### src/rtl/pwm_capture_pkg.sv
// ============================================================================
// Module  : pwm_capture_pkg
// Brief   : Shared defaults and FSM state encoding for the PWM capture block.
// Revision: 1.0 - initial release
// ============================================================================
`default_nettype none

package pwm_capture_pkg;

    localparam int PERIOD      = 16;
    localparam int DUTY_W      = 4;
    localparam int CNT_W       = 8;
    localparam int LOW_TIMEOUT = 64;
    localparam int DUTY_MAX    = (1 << DUTY_W) - 1;

    typedef enum logic [2:0] {
        IDLE     = 3'd0,
        HIGH     = 3'd1,
        LOW      = 3'd2,
        STUCK_HI = 3'd3,
        STUCK_LO = 3'd4
    } state_e;

endpackage

`default_nettype wire

### src/rtl/pwm_capture_sync.sv
// ============================================================================
// Module  : pwm_capture_sync
// Brief   : 2-flop synchroniser with edge detect; PWM_CAPTURE_GLITCH_FILTER_EN
//           adds a 2-cycle stability filter in front of the edge detector.
// Revision: 1.0 - initial release
// ============================================================================
`default_nettype none

module pwm_capture_sync (
    input  logic clk,
    input  logic reset,
    input  logic pwm_in,
    output logic s,
    output logic rise,
    output logic fall
);

    logic r_meta;
    logic r_sync;
    logic r_prev;
    logic w_level;

    always_ff @(posedge clk) begin
        if (reset) begin
            r_meta <= 1'b0;
            r_sync <= 1'b0;
        end else begin
            r_meta <= pwm_in;
            r_sync <= r_meta;
        end
    end

`ifdef PWM_CAPTURE_GLITCH_FILTER_EN
    logic r_sync_d;
    logic r_filt;

    // Level is accepted only once two consecutive synchronised samples agree.
    always_ff @(posedge clk) begin
        if (reset) begin
            r_sync_d <= 1'b0;
            r_filt   <= 1'b0;
        end else begin
            r_sync_d <= r_sync;
            if (r_sync == r_sync_d) begin
                r_filt <= r_sync;
            end
        end
    end

    assign w_level = r_filt;
`else
    assign w_level = r_sync;
`endif

    always_ff @(posedge clk) begin
        if (reset) begin
            r_prev <= 1'b0;
        end else begin
            r_prev <= w_level;
        end
    end

    assign s    = w_level;
    assign rise = w_level & ~r_prev;
    assign fall = ~w_level & r_prev;

endmodule

`default_nettype wire

### src/rtl/pwm_capture.sv
// ============================================================================
// Module  : pwm_capture
// Brief   : Measures an incoming 16-step PWM waveform and recovers its duty
//           code, period and stuck status. Optional macro:
//           PWM_CAPTURE_GLITCH_FILTER_EN (input stability filter).
// Revision: 1.0 - initial release
// ============================================================================
`default_nettype none

module pwm_capture #(
    parameter int PERIOD      = pwm_capture_pkg::PERIOD,
    parameter int DUTY_W      = pwm_capture_pkg::DUTY_W,
    parameter int CNT_W       = pwm_capture_pkg::CNT_W,
    parameter int LOW_TIMEOUT = pwm_capture_pkg::LOW_TIMEOUT
) (
    input  logic              clk,
    input  logic              reset,
    input  logic              pwm_in,
    output logic [DUTY_W-1:0] duty_out,
    output logic [CNT_W-1:0]  period_out,
    output logic              valid,
    output logic              period_err,
    output logic              stuck_high,
    output logic              stuck_low
);

    import pwm_capture_pkg::*;

    localparam logic [CNT_W-1:0]  c_CNT_MAX  = '1;
    localparam logic [CNT_W-1:0]  c_PERIOD   = CNT_W'(PERIOD);
    localparam logic [CNT_W:0]    c_PERIOD_X = (CNT_W+1)'(PERIOD);
    localparam logic [CNT_W-1:0]  c_TIMEOUT  = CNT_W'(LOW_TIMEOUT);
    localparam logic [DUTY_W-1:0] c_DUTY_MAX = '1;

    logic w_s;
    logic w_rise;
    logic w_fall;

    state_e r_state;
    state_e w_state_nxt;

    logic [CNT_W-1:0]  r_hi_cnt, w_hi_nxt, w_hi_inc;
    logic [CNT_W-1:0]  r_lo_cnt, w_lo_nxt, w_lo_inc;
    logic [DUTY_W-1:0] r_duty, w_duty_nxt;
    logic [CNT_W-1:0]  r_period, w_period_nxt;
    logic              r_valid, w_valid_nxt;
    logic              r_err, w_err_nxt;
    logic              r_stuck_hi, w_stuck_hi_nxt;
    logic              r_stuck_lo, w_stuck_lo_nxt;

    logic [CNT_W:0]    w_sum;
    logic [CNT_W-1:0]  w_hi_m1;
    logic [CNT_W-1:0]  w_meas_period;
    logic [DUTY_W-1:0] w_meas_duty;
    logic              w_hi_timeout;
    logic              w_lo_timeout;

    pwm_capture_sync u_sync (
        .clk    (clk),
        .reset  (reset),
        .pwm_in (pwm_in),
        .s      (w_s),
        .rise   (w_rise),
        .fall   (w_fall)
    );

    assign w_hi_inc = (r_hi_cnt == c_CNT_MAX) ? r_hi_cnt : r_hi_cnt + CNT_W'(1);
    assign w_lo_inc = (r_lo_cnt == c_CNT_MAX) ? r_lo_cnt : r_lo_cnt + CNT_W'(1);

    assign w_sum         = {1'b0, r_hi_cnt} + {1'b0, r_lo_cnt};
    assign w_meas_period = w_sum[CNT_W] ? c_CNT_MAX : w_sum[CNT_W-1:0];
    assign w_hi_m1       = r_hi_cnt - CNT_W'(1);
    assign w_meas_duty   = (w_hi_m1 > CNT_W'(c_DUTY_MAX)) ? c_DUTY_MAX : w_hi_m1[DUTY_W-1:0];

    assign w_hi_timeout = w_s  && (r_hi_cnt == c_PERIOD);
    assign w_lo_timeout = !w_s && (r_lo_cnt == c_TIMEOUT);

    always_ff @(posedge clk) begin
        if (reset) begin
            r_state    <= IDLE;
            r_hi_cnt   <= '0;
            r_lo_cnt   <= '0;
            r_duty     <= '0;
            r_period   <= '0;
            r_valid    <= 1'b0;
            r_err      <= 1'b0;
            r_stuck_hi <= 1'b0;
            r_stuck_lo <= 1'b0;
        end else begin
            r_state    <= w_state_nxt;
            r_hi_cnt   <= w_hi_nxt;
            r_lo_cnt   <= w_lo_nxt;
            r_duty     <= w_duty_nxt;
            r_period   <= w_period_nxt;
            r_valid    <= w_valid_nxt;
            r_err      <= w_err_nxt;
            r_stuck_hi <= w_stuck_hi_nxt;
            r_stuck_lo <= w_stuck_lo_nxt;
        end
    end

    always_comb begin
        w_state_nxt = r_state;
        case (r_state)
            IDLE: begin
                if (w_rise)            w_state_nxt = HIGH;
                else if (w_lo_timeout) w_state_nxt = STUCK_LO;
            end
            HIGH: begin
                if (w_fall)            w_state_nxt = LOW;
                else if (w_hi_timeout) w_state_nxt = STUCK_HI;
            end
            LOW: begin
                if (w_rise)            w_state_nxt = HIGH;
                else if (w_lo_timeout) w_state_nxt = STUCK_LO;
            end
            STUCK_HI: if (w_fall) w_state_nxt = LOW;
            STUCK_LO: if (w_rise) w_state_nxt = HIGH;
            default:  w_state_nxt = IDLE;
        endcase
    end

    // Timeouts are checked before the increment so a saturated window holds.
    always_comb begin
        w_hi_nxt       = r_hi_cnt;
        w_lo_nxt       = r_lo_cnt;
        w_duty_nxt     = r_duty;
        w_period_nxt   = r_period;
        w_valid_nxt    = 1'b0;
        w_err_nxt      = r_err;
        w_stuck_hi_nxt = r_stuck_hi;
        w_stuck_lo_nxt = r_stuck_lo;
        case (r_state)
            IDLE: begin
                if (w_rise) begin
                    w_hi_nxt = CNT_W'(1);
                    w_lo_nxt = '0;
                end else if (w_lo_timeout) begin
                    w_stuck_lo_nxt = 1'b1;
                end else if (!w_s) begin
                    w_lo_nxt = w_lo_inc;
                end
            end
            HIGH: begin
                if (w_fall) begin
                    w_lo_nxt = CNT_W'(1);
                end else if (w_hi_timeout) begin
                    w_stuck_hi_nxt = 1'b1;
                    w_duty_nxt     = c_DUTY_MAX;
                    w_period_nxt   = c_PERIOD;
                    w_err_nxt      = 1'b0;
                    w_valid_nxt    = 1'b1;
                end else begin
                    w_hi_nxt = w_hi_inc;
                end
            end
            LOW: begin
                if (w_rise) begin
                    w_period_nxt   = w_meas_period;
                    w_duty_nxt     = w_meas_duty;
                    w_err_nxt      = (w_sum != c_PERIOD_X);
                    w_valid_nxt    = 1'b1;
                    w_stuck_hi_nxt = 1'b0;
                    w_stuck_lo_nxt = 1'b0;
                    w_hi_nxt       = CNT_W'(1);
                    w_lo_nxt       = '0;
                end else if (w_lo_timeout) begin
                    w_stuck_lo_nxt = 1'b1;
                    w_duty_nxt     = '0;
                end else begin
                    w_lo_nxt = w_lo_inc;
                end
            end
            STUCK_HI: begin
                if (w_fall) begin
                    w_stuck_hi_nxt = 1'b0;
                    w_lo_nxt       = CNT_W'(1);
                end else begin
                    w_hi_nxt = w_hi_inc;
                end
            end
            STUCK_LO: begin
                if (w_rise) begin
                    w_stuck_lo_nxt = 1'b0;
                    w_hi_nxt       = CNT_W'(1);
                    w_lo_nxt       = '0;
                end
            end
            default: begin
                w_hi_nxt = '0;
                w_lo_nxt = '0;
            end
        endcase
    end

    assign duty_out   = r_duty;
    assign period_out = r_period;
    assign valid      = r_valid;
    assign period_err = r_err;
    assign stuck_high = r_stuck_hi;
    assign stuck_low  = r_stuck_lo;

endmodule

`default_nettype wire
### config.mk
export PLATFORM = sky130hd
export DESIGN_NAME = pwm_capture
export DESIGN_NICKNAME = d
export VERILOG_FILES = /design/src/rtl/pwm_capture_pkg.sv /design/src/rtl/pwm_capture_sync.sv /design/src/rtl/pwm_capture.sv
export SDC_FILE = /design/constraint.sdc
export NUM_CORES = 1
export LEC_CHECK = 0
export CAP_MARGIN = 20
export CORE_UTILIZATION = 63
export DETAILED_ROUTE_END_ITERATION = 10
export PLACE_DENSITY = 0.85
export SYNTH_ARGS = -nofsm -noshare
export SYNTH_HDL_FRONTEND = slang
export SYNTH_SLANG_ARGS = --single-unit
### constraint.sdc
create_clock -name clk -period 4.8 [get_ports clk]
set_input_delay 0.96 -clock clk [delete_from_list [all_inputs] [get_ports clk]]
set_output_delay 0.96 -clock clk [all_outputs]
set_load 0.01 [all_outputs]
# Word level (Yosys, flattened, before mapping)
# Index checks and enable logic that the tools add are counted.
# word_totals
regBits	38
out_inout_bits	16
# op_classes
n_bitwise	4
order_cmp	1
n_eq_ne	25
add_sub_neg	4
reduce_logical	17
mux	50
# ops
op	count
2-to-1 mux 8 bit	17
case mux 8 bit (4 select lines)	1
case mux 8 bit (3 select lines)	1
2-to-1 mux 4 bit	5
2-to-1 mux 3 bit	6
adder 8 x 1 -> 8 bit (second input constant)	2
== test 8 bit (second input constant)	2
case mux 8 bit (2 select lines)	1
AND reduction 4 bit	4
!= test 3 x 2 -> 1 bit (second input constant)	5
2-to-1 mux 1 bit	13
case mux 3 bit (4 select lines)	1
!= test 2 x 1 -> 1 bit (second input constant)	5
!= test 2 bit (second input constant)	5
AND reduction 5 bit	2
adder 8 x 8 -> 9 bit	1
!= test 9 x 5 -> 1 bit (second input constant)	1
== test 8 x 5 -> 1 bit (second input constant)	1
== test 8 x 7 -> 1 bit (second input constant)	1
greater-than comparator 8 x 4 -> 1 bit (second input constant)	1
case mux 4 bit (2 select lines)	1
subtractor 8 x 1 -> 8 bit (second input constant)	1
== test 3 x 2 -> 1 bit (second input constant)	2
case mux 1 bit (3 select lines)	2
14 further kinds	20

# Depth between registers and ports, before layout
# Gate-level depths: netlist of run 1.
# depth
ltp_word	6
depth_mapped	8
mapped_depth_nobuf	7

# By module
# Synthesis of run 1 repeated with hierarchy kept, for this count alone.
# hier_totals
cells_unflattened	261
area_unflattened_um2	2264.7
# modules_own_cells
mod	instances	cells_per_inst	area_each_um2
pwm_capture	1	253	2173.3
pwm_capture_sync	1	8	91.3

# Least setup slack after synthesis of run 1
# OpenSTA, ideal clock, no wires.
# synth_path
kind	register -> register
startpoint	register r_hi_cnt[0]
endpoint	register r_err (netlist: period_err)
stages_incl_launch_ff	8
setup_time_ns	0.120
period_less_slack_ns	2.411
required_ns	4.680
setup_slack_ns	2.389
t_arrival_ns	2.291
cell_sequence	dfxtp_1 > ha_1 > fa_1 > a21o_1 > a221oi_1 > mux2_2 > and2_1 > o31a_1
# synth_between
elab_chain_len	4
elab_cells_between_ends	8
classes_between	1 x add/sub; 3 x eq/ne; 2 x mux; 2 x reduce/logical
# synth_lines
element	line	rtl
start, declared	pwm_capture.sv:42	logic [CNT_W-1:0] r_hi_cnt, w_hi_nxt, w_hi_inc;
start signal, assigned	pwm_capture.sv:91	r_hi_cnt <= w_hi_nxt;
adder 8 x 8 -> 9 bit or == test 8 x 5 -> 1 bit (tied branches)	pwm_capture.sv:70, pwm_capture.sv:75	
!= test 9 x 5 -> 1 bit or logical AND 1 bit (tied branches)	pwm_capture.sv:161, pwm_capture.sv:75	
2-to-1 mux 1 bit or != test 2 bit (tied branches)	-	
case mux 1 bit (2 select lines) or AND reduction 4 bit (tied branches)	-	
end signal, assigned	pwm_capture.sv:96	r_err <= w_err_nxt;
end, declared	pwm_capture.sv:47	logic r_err, w_err_nxt;
# Parallel ways exist; a longest one is shown, timed or not. The select of a mux whose other input is x is not followed.
# A chain may end at the register's enable or synchronous reset.

# Worst setup path in the final report of run 1
# Ends and elaborated chain as after synthesis.

==> impl_metrics.tcl, run 1 <==
set metrics [dict create \
    clkTransAtPathRegs_ns 0.08 \
    dpl_worst_slack_ns 2.20 \
    nNetsFinal 333 \
    clock_path_buffers 2 \
    stdcell_count 366 \
    start_util_pct 67.8 \
    row_count 22 \
    cp_cell_sequence "ha_1 -> fa_1 -> a21o_1 -> a221oi_1 -> mux2_2 -> and2_1 -> o31a_1" \
    worstPathRequired_ns 4.99 \
    p_switching_uw 324 \
    io_pins 19 \
    vias_per_cell 6.48 \
    cts_resized 0 \
    area_growth_pct 12.1 \
    dieArea_sq_um 4320 \
    vdd_ir_drop_max_mv 0.285 \
    finalWirelength_mm 5.90 \
    fin_skew_ns 0.00830 \
    critPathBufInv 0 \
    grt_pass1_vias 2168 \
    dpl_cell_area_sq_um 2720 \
    clock.fmax_ghz 0.381 \
    cpPeakStageDelay_ns 0.41 \
    cpLargestDelayFamily "compound AO/OA/AOI/OAI gates" \
    die_height_microns 65.7 \
    status "finished clean" \
    syn-instance-count 304 \
    hold_violations 0 \
    cp.arrival_ns 2.82 \
    drive_above_1_share_pct 8.81 \
    gp_congestion 0.885 \
    combPwrFrac_pct 25.8 \
    yosysWarnings 0 \
    numPortBuffers 18 \
    cts_buffers 5 \
    grt_pass1_wl_mm 9.80 \
    rsz0062_at_grt "no" \
    drtIter0Drc 181 \
    synth_fp_nets 320 \
    dp_hpwl_mm 4.05 \
    max_cap_violations 0 \
    pwr-share-clk_pct 35.1 \
    route.vias.total 2370 \
    coreArea_sq_um 3770 \
    slew_headroom_pct 41.1 \
    syn_area_per_cell_sq_um 8.41 \
    slowest_stage "dfxtp_1" \
    antenna_found_initial 0 \
    grt_max_degree 30 \
    track_usage_pct 29.6 \
    diodes 0 \
    die_w_microns 65.7 \
    seq_area_frac_synth_pct 29.7 \
    cts-htree-levels 2 \
    hp-class "reg2reg" \
    end_kind "flop" \
    tritoncts "built" \
    worstMarginPinSlew_ns 0.879 \
    firstDrtPassIters 8 \
    syn_area_sq_um 2560 \
    fin_crit_sh_pct 54.7 \
    critical_path_class "reg2reg" \
    clock_sinks 38 \
    overflow 0 \
    postCtsSetupBuffers 0 \
    route.detailed.drc 0 \
    setup_violations 0 \
    swShare_pct 33.3 \
    root_buffer "clkbuf_8" \
    place_inst 358 \
    fin_crit_ns 2.62 \
    synth_edf_count 0 \
    final_antenna_net_count 0 \
    insertion_delay_ns 0.30 \
    ys_types 62 \
    p_seq_share_pct 39.1 \
    hold_buffers 0 \
    async_flop_share_pct 0 \
    fin_ws_ns 2.18 \
    synth_seq_cells 38 \
    cp_max_fo 9 \
    post_drt_wl_per_cell_microns 16.1 \
    drv_slew 0 \
    p_leak_nw 1.02 \
    startpoint_type "flop" \
    fin_setup_tns_ns 0 \
    dominantRegCellSynth "dfxtp_1" \
    p_per_area_nw_per_um2 339 \
    postLayoutCellArea_sq_um 2870 \
    internal_power_uw 647 \
]
## cell families (layout without fill, tap and decap cells)
kind of cell | Yosys count | in the layout | share of synthesized area (%)
AO/OA/AOI/OAI | 87 | 87 | 24.2
XOR/XNOR | 6 | 6 | 2.05
adder cells (fa/ha/maj) | 13 | 13 | 6.65
buffers and inverters | 24 | 38 | 4.79
flip-flops | 38 | 38 | 29.7
multiplexers | 10 | 10 | 4.06
AND/OR/NAND/NOR | 126 | 126 | 28.5
## power by group through the flow
| stage | clock, mW | combinational (mW) | sequential (mW) |
|---|---|---|---|
| floorplan | 0 | 0.226 | 0.360 |
| global placement | 0 | 0.234 | 0.383 |
| detailed placement | 0 | 0.241 | 0.386 |
| CTS | 0.340 | 0.245 | 0.378 |
| global route | 0.354 | 0.276 | 0.384 |
| finish | 0.341 | 0.251 | 0.379 |
## state kept, by name (all words and copies together), names as in the netlist
signal         count
period_out         8
r_hi_cnt           8
r_lo_cnt           8
duty_out           4
r_state            3
period_err         1
stuck_high         1
stuck_low          1
u_sync.r_meta      1
u_sync.r_prev      1
u_sync.s           1
valid              1
## layout by cell type, fill, tap and decap left out, types with 3 or more instances in the layout
cell             count
nor2b_1              8
inv_1               11
ha_1                12
mux2i_1              7
or3_1                3
a311oi_1             3
nand3b_1             3
nor3_1               8
clkdlybuf4s50_1     18
nor2_1              24
a21boi_1             4
a21oi_1             27
nand3_1              7
o21ai_0             16
nand2b_1            14
a211oi_1             6
clkbuf_8             6
or4_1                7
nand2_1             27
mux2_2               3
a21o_1               4
o31ai_1              8
dfxtp_1             38
nand4_1              6
xnor2_1              4
## worst paths after layout
path	startpoint	endpoint	slack (ns)	depth (start not counted)
min	u_sync.r_meta	u_sync.s	0.45	1
min reg2reg	u_sync.r_meta	u_sync.s	0.45	1
max	r_hi_cnt[0]	period_err	2.18	7
max reg2reg	r_hi_cnt[0]	period_err	2.18	7
## synthesized netlist by cell type (8+ instances only)
cell type / instances / area share, %
nor3_1: 8 / 1.6
o31ai_1: 8 / 2.3
ha_1: 12 / 5.9
nand2_1: 27 / 4.0
a21oi_1: 27 / 5.3
nor2_1: 24 / 3.5
nor2b_1: 8 / 2.0
dfxtp_1: 38 / 30
inv_1: 11 / 1.6
nand2b_1: 14 / 3.4
o21ai_0: 16 / 3.1
## stage by stage
step                      utilization (%)  total power [mW]  hold slack [ns]
after detailed placement             72.2             0.626            0.447
after global placement               72.2             0.617            0.419
after global routing                 76.0              1.01            0.476
after floorplan                         -             0.586            0.414
after CTS                            76.0             0.963            0.456
final                                76.0             0.971            0.450
## layout make-up
cell class	instances	area, sq um
clock buffer	6	82.6
clock inverter	2	60.1
fill	290	905
inverter	11	41.3
multi-input combinational	242	1670
sequential	38	761
tap	48	60.1
timing repair buffer	19	188
## routing by layer
| metal | share of wire (%) | up-vias | GRT usage [%] |
|---|---|---|---|
| li1 | - | 1153 | - |
| met1 | 45 | 1120 | 36.8 |
| met2 | 48 | 90 | 50.6 |
| met3 | 6.1 | 7 | 3.99 |
| met4 | 1.1 | 0 | 12.5 |
| met5 | 0 | - | 0 |
Note: power is estimated with default switching activity, not from simulation.
==> run 2: changes to the inputs <==
CORE_UTILIZATION = 59   (was 63)
PLACE_DENSITY = 0.8   (was 0.85)
clock period = 2.5 ns   (was 4.8 ns; I/O delays follow)
==> impl_metrics.tcl, run 2 (synthesis gave the netlist of run 1 again) <==
set metrics [dict create \
    status "finished clean" \
    clkTransAtPathRegs_ns 0.07 \
    p_per_area_nw_per_um2 556 \
    hold_violations 0 \
    area_growth_pct 15.2 \
    fin_crit_ns 2.40 \
    grt_pass1_vias 2160 \
    cp_cell_sequence "ha_1 -> fa_1 -> a21o_1 -> a221oi_4 -> mux2_2 -> and2_1 -> o31a_1" \
    drtIter0Drc 236 \
    nNetsFinal 349 \
    overflow 0 \
    hold_end "period_out[2]" \
    r2r_setup_slack_ns 0.10 \
    row_count 23 \
    clock.fmax_ghz 0.417 \
    stdcell_count 382 \
    final_cell_mix "38 x dfxtp_1, 27 x nand2_1, 27 x a21oi_1, 24 x nor2_1, 18 x clkdlybuf4s50_1" \
    firstDrtPassIters 4 \
    startpoint_type "flop" \
    critical_path_class "reg2reg" \
    coreArea_sq_um 4090 \
    dpl_worst_slack_ns 0.00753 \
    track_usage_pct 29.8 \
    cts-htree-levels 2 \
    slowest_stage "fa_1" \
    grt_pass1_wl_mm 10.2 \
    end_kind "flop" \
    hp-start "period_out[2]" \
    cpPeakStageDelay_ns 0.42 \
    worstPathRequired_ns 2.69 \
    dpl_cell_area_sq_um 2850 \
    clock_path_buffers 2 \
    worstMarginPinSlew_ns 0.870 \
    die_w_microns 67.8 \
    worst_r2r_endpoint "period_err" \
    tritoncts "built" \
    die_height_microns 67.8 \
    insertion_delay_ns 0.29 \
    fin_ws_ns 0.104 \
    fin_crit_sh_pct 95.8 \
    final_antenna_net_count 0 \
    vdd_ir_drop_max_mv 0.609 \
    vias_per_cell 6.14 \
    hold_buffers 0 \
    place_inst 376 \
    cts_buffers 5 \
    dp_hpwl_mm 4.63 \
    r2r-start "r_lo_cnt[0]" \
    hp-class "reg2reg" \
    fillerInstances 348 \
    io_pins 19 \
    numPortBuffers 18 \
    gp_congestion 0.880 \
    clock_sinks 38 \
    holdPathStages 2 \
    drive_above_1_share_pct 13.0 \
    setup_violations 0 \
    drv_slew 0 \
    start_util_pct 62.6 \
    fin_setup_tns_ns 0 \
    post_drt_wl_per_cell_microns 16.3 \
    p_leak_nw 1.08 \
    max_cap_violations 0 \
    fin_skew_ns 0.00947 \
    r2r_cells 7 \
    postLayoutCellArea_sq_um 2950 \
    layout_commonest_cell "dfxtp_1" \
    cp_max_fo 4 \
    finalWirelength_mm 6.24 \
    route.detailed.drc 0 \
    slew_headroom_pct 41.9 \
    route.vias.total 2345 \
    grt_max_degree 17 \
    cp.arrival_ns 2.58 \
    antenna_found_initial 0 \
    dieArea_sq_um 4600 \
    diodes 0 \
    rsz0062_at_grt "no" \
    root_buffer "clkbuf_8" \
]
==> run 2: cell types whose count changed in the layout (fill, tap and decap cells not counted), sizes merged <==
| cell | delta |
|---|---|
| buf | +16 |
| bufinv | -2 |
==> run 2: worst max path at each step <==
stage / from / endpoint
final: r_lo_cnt[0] / period_err
after global routing: r_lo_cnt[0] / period_err
after CTS: r_lo_cnt[0] / period_err
after detailed placement: r_lo_cnt[0] / period_err
after global placement: r_lo_cnt[0] / period_err
after floorplan: r_hi_cnt[0] / period_err
==> run 2: repair_timing <==
item	in CTS	in global routing
buffers inserted	0	0
resized for setup	0	3
endpoints found under the hold margin	0	0
endpoints found under the setup margin	0	9
==> run 2: worst max-delay path, delay by kind of cell (launching register included) <==
kind,cells,cell delay [ns]
flops,1,0.34
fa+ha+maj,2,0.64
simple gates,1,0.14
mux,1,0.37
compound gates,3,0.79
==> run 2: cell type report <==
type,instances,area [sq um],area share (%)
clock buffers,6,82.6,2.80
inverters,11,41.3,1.40
multi-input cells,242,1690,57.4
flip-flops and latches,38,761,25.8
well taps,50,62.6,2.12
repair buffers,35,308,10.4
==> run 2: metal layers <==
layer	vias to the layer above	GRT usage (%)	routed length (microns)	share of wire, %
met1	1088	39.0	2910	47
met3	13	5.33	211	3.4
met2	57	48.1	2960	47
li1	1187	-	-	-
met5	-	0	0	0
met4	0	12.5	167	2.7
==> run 2: per-stage QoR <==
step / util [%] / power (mW) / hold slack (ns)
floorplan: - / 1.12 / 0.414
global placement: 69.7 / 1.20 / 0.421
detailed placement: 69.7 / 1.22 / 0.444
CTS: 71.7 / 1.64 / 0.452
global route: 72.1 / 1.74 / 0.470
finish: 72.1 / 1.64 / 0.450
==> run 2: power breakdown <==
part	internal, mW	switching [mW]	total, mW
Clock	0.213	0.206	0.418
Sequential	0.641	0.0725	0.713
Combinational	0.192	0.315	0.507
==> run 3: changes to the inputs <==
SLEW_MARGIN = 40   (was unset)
==> impl_metrics.tcl, run 3 (synthesis gave the netlist of run 1 again) <==
set metrics [dict create \
    critical_path_class "reg2reg" \
    coreArea_sq_um 4090 \
    firstDrtPassIters 4 \
    wl_met2_mm 2.99 \
    clock_sinks 38 \
    swShare_pct 36.3 \
    setup_violations 0 \
    maxUsedRoutingLayer "met4" \
    track_usage_pct 29.8 \
    cpLargestDelayFamily "compound AO/OA/AOI/OAI gates" \
    cp.arrival_ns 2.59 \
    row_count 23 \
    hold_end "period_out[2]" \
    drtIter0Drc 247 \
    grt_max_degree 17 \
    hp-start "period_out[2]" \
    worstMarginPinSlew_ns 0.597 \
    vias_per_cell 6.22 \
    route.vias.total 2377 \
    startpoint_type "flop" \
    post_drt_wl_per_cell_microns 16.5 \
    slew_headroom_pct 60.2 \
    drive_above_1_share_pct 13.0 \
    vdd_ir_drop_max_mv 0.619 \
    p_leak_nw 1.08 \
    wl_met1_mm 2.87 \
    final_antenna_net_count 0 \
    p_per_area_nw_per_um2 558 \
    p_switching_uw 599 \
    fin_ws_ns 0.102 \
    clock.fmax_ghz 0.417 \
    combPwrFrac_pct 31.1 \
    cts-htree-levels 2 \
    dp_hpwl_mm 4.63 \
    clock_path_buffers 2 \
    hold_violations 0 \
    worst_r2r_endpoint "period_err" \
    cts_buffers 5 \
    pwr-share-clk_pct 25.5 \
    grt_pass1_wl_mm 10.2 \
    holdPathStages 2 \
    p_seq_share_pct 43.4 \
    layout_commonest_cell "dfxtp_1" \
    postCtsSetupBuffers 0 \
    start_util_pct 62.6 \
    die_w_microns 67.8 \
    drv_slew 0 \
    route.detailed.drc 0 \
    overflow 0 \
    fillerInstances 345 \
    end_kind "flop" \
    postLayoutCellArea_sq_um 2950 \
    internal_power_mw 1.05 \
    grt_pass1_vias 2160 \
    finalWirelength_mm 6.30 \
    dpl_cell_area_sq_um 2850 \
    hp-class "reg2reg" \
    r2r-start "r_lo_cnt[0]" \
    cp_cell_sequence "ha_1 -> fa_1 -> a21o_1 -> a221oi_4 -> mux2_2 -> and2_1 -> o31a_1" \
    clkTransAtPathRegs_ns 0.08 \
    status "finished clean" \
    cp_max_fo 4 \
    antenna_found_initial 0 \
    diodes 0 \
    rsz0062_at_grt "no" \
    wl_met3_microns 272 \
    fin_setup_tns_ns 0 \
    insertion_delay_ns 0.29 \
    area_growth_pct 15.5 \
    power_mw 1.65 \
    cpPeakStageDelay_ns 0.42 \
    max_cap_violations 0 \
    dpl_worst_slack_ns 0.00753 \
    critPathBufInv 0 \
    r2r_cells 7 \
    tritoncts "built" \
    stdcell_count 382 \
    fin_crit_ns 2.40 \
    dieArea_sq_um 4600 \
    r2r_setup_slack_ns 0.10 \
    worstPathRequired_ns 2.69 \
    numPortBuffers 18 \
    fin_crit_sh_pct 95.9 \
    place_inst 376 \
    root_buffer "clkbuf_8" \
    slowest_stage "fa_1" \
    die_height_microns 67.8 \
    io_pins 19 \
    nNetsFinal 349 \
    final_cell_mix "38 x dfxtp_1, 27 x nand2_1, 27 x a21oi_1, 24 x nor2_1, 18 x clkdlybuf4s50_1" \
    gp_congestion 0.880 \
    fin_skew_ns 0.00994 \
]
## run 3: cell count changes in the layout (fill, tap and decap cells not counted)
cell	delta
a211oi_2	-1
a211oi_4	+1
## run 3: worst register-to-register path, delay by kind of cell (launching register included)
family	cells	cell delay, ns
DFF	1	0.34
muxes	1	0.37
adders and majority gates	2	0.64
and+or+nand+nor	1	0.14
AOI/OAI and AO/OA	3	0.79
## run 3: layout make-up
cell class	count	area, sq um	area share, %
multi-input combinational	242	1700	57.5
sequential	38	761	25.8
timing repair buffer	35	308	10.4
clock buffer	6	82.6	2.80
tap	50	62.6	2.12
inverter	11	41.3	1.40
## run 3: what timing repair did
action / 4_1_cts / 5_1_grt
gates resized for setup: 0 / 3
hold buffers: 0 / 0
setup endpoints to repair: 0 / 9
## run 3: power by group through the flow
stage | clock network (mW) | registers, mW | logic [mW]
after detailed placement | 0 | 0.726 | 0.493
final | 0.420 | 0.716 | 0.512
after CTS | 0.423 | 0.712 | 0.503
after global routing | 0.451 | 0.724 | 0.572
after floorplan | 0 | 0.691 | 0.433
after global placement | 0 | 0.723 | 0.481
## run 3: worst max-delay path by stage
stage                           start    endpoint  slack, ns  depth (start not counted)
after detailed placement  r_lo_cnt[0]  period_err      0.008                          7
final                     r_lo_cnt[0]  period_err       0.10                          7
after floorplan           r_hi_cnt[0]  period_err       0.09                          7
after global placement    r_lo_cnt[0]  period_err       0.09                          7
after CTS                 r_lo_cnt[0]  period_err      0.002                          7
after global routing      r_lo_cnt[0]  period_err       0.02                          7
## run 3: routing by layer
| layer | vias up | global-route usage, % |
|---|---|---|
| li1 | 1184 | - |
| met1 | 1112 | 39.0 |
| met2 | 67 | 48.1 |
| met3 | 14 | 5.33 |
| met4 | 0 | 12.5 |
| met5 | - | 0 |
## run 3: per-stage QoR
step | utilization, % | hold WS [ns]
6_report | 72.3 | 0.450
5_1_grt | 72.3 | 0.470
4_1_cts | 71.7 | 0.452
3_5_place_dp | 69.7 | 0.444
3_3_place_gp | 69.7 | 0.421
2_1_floorplan | - | 0.414
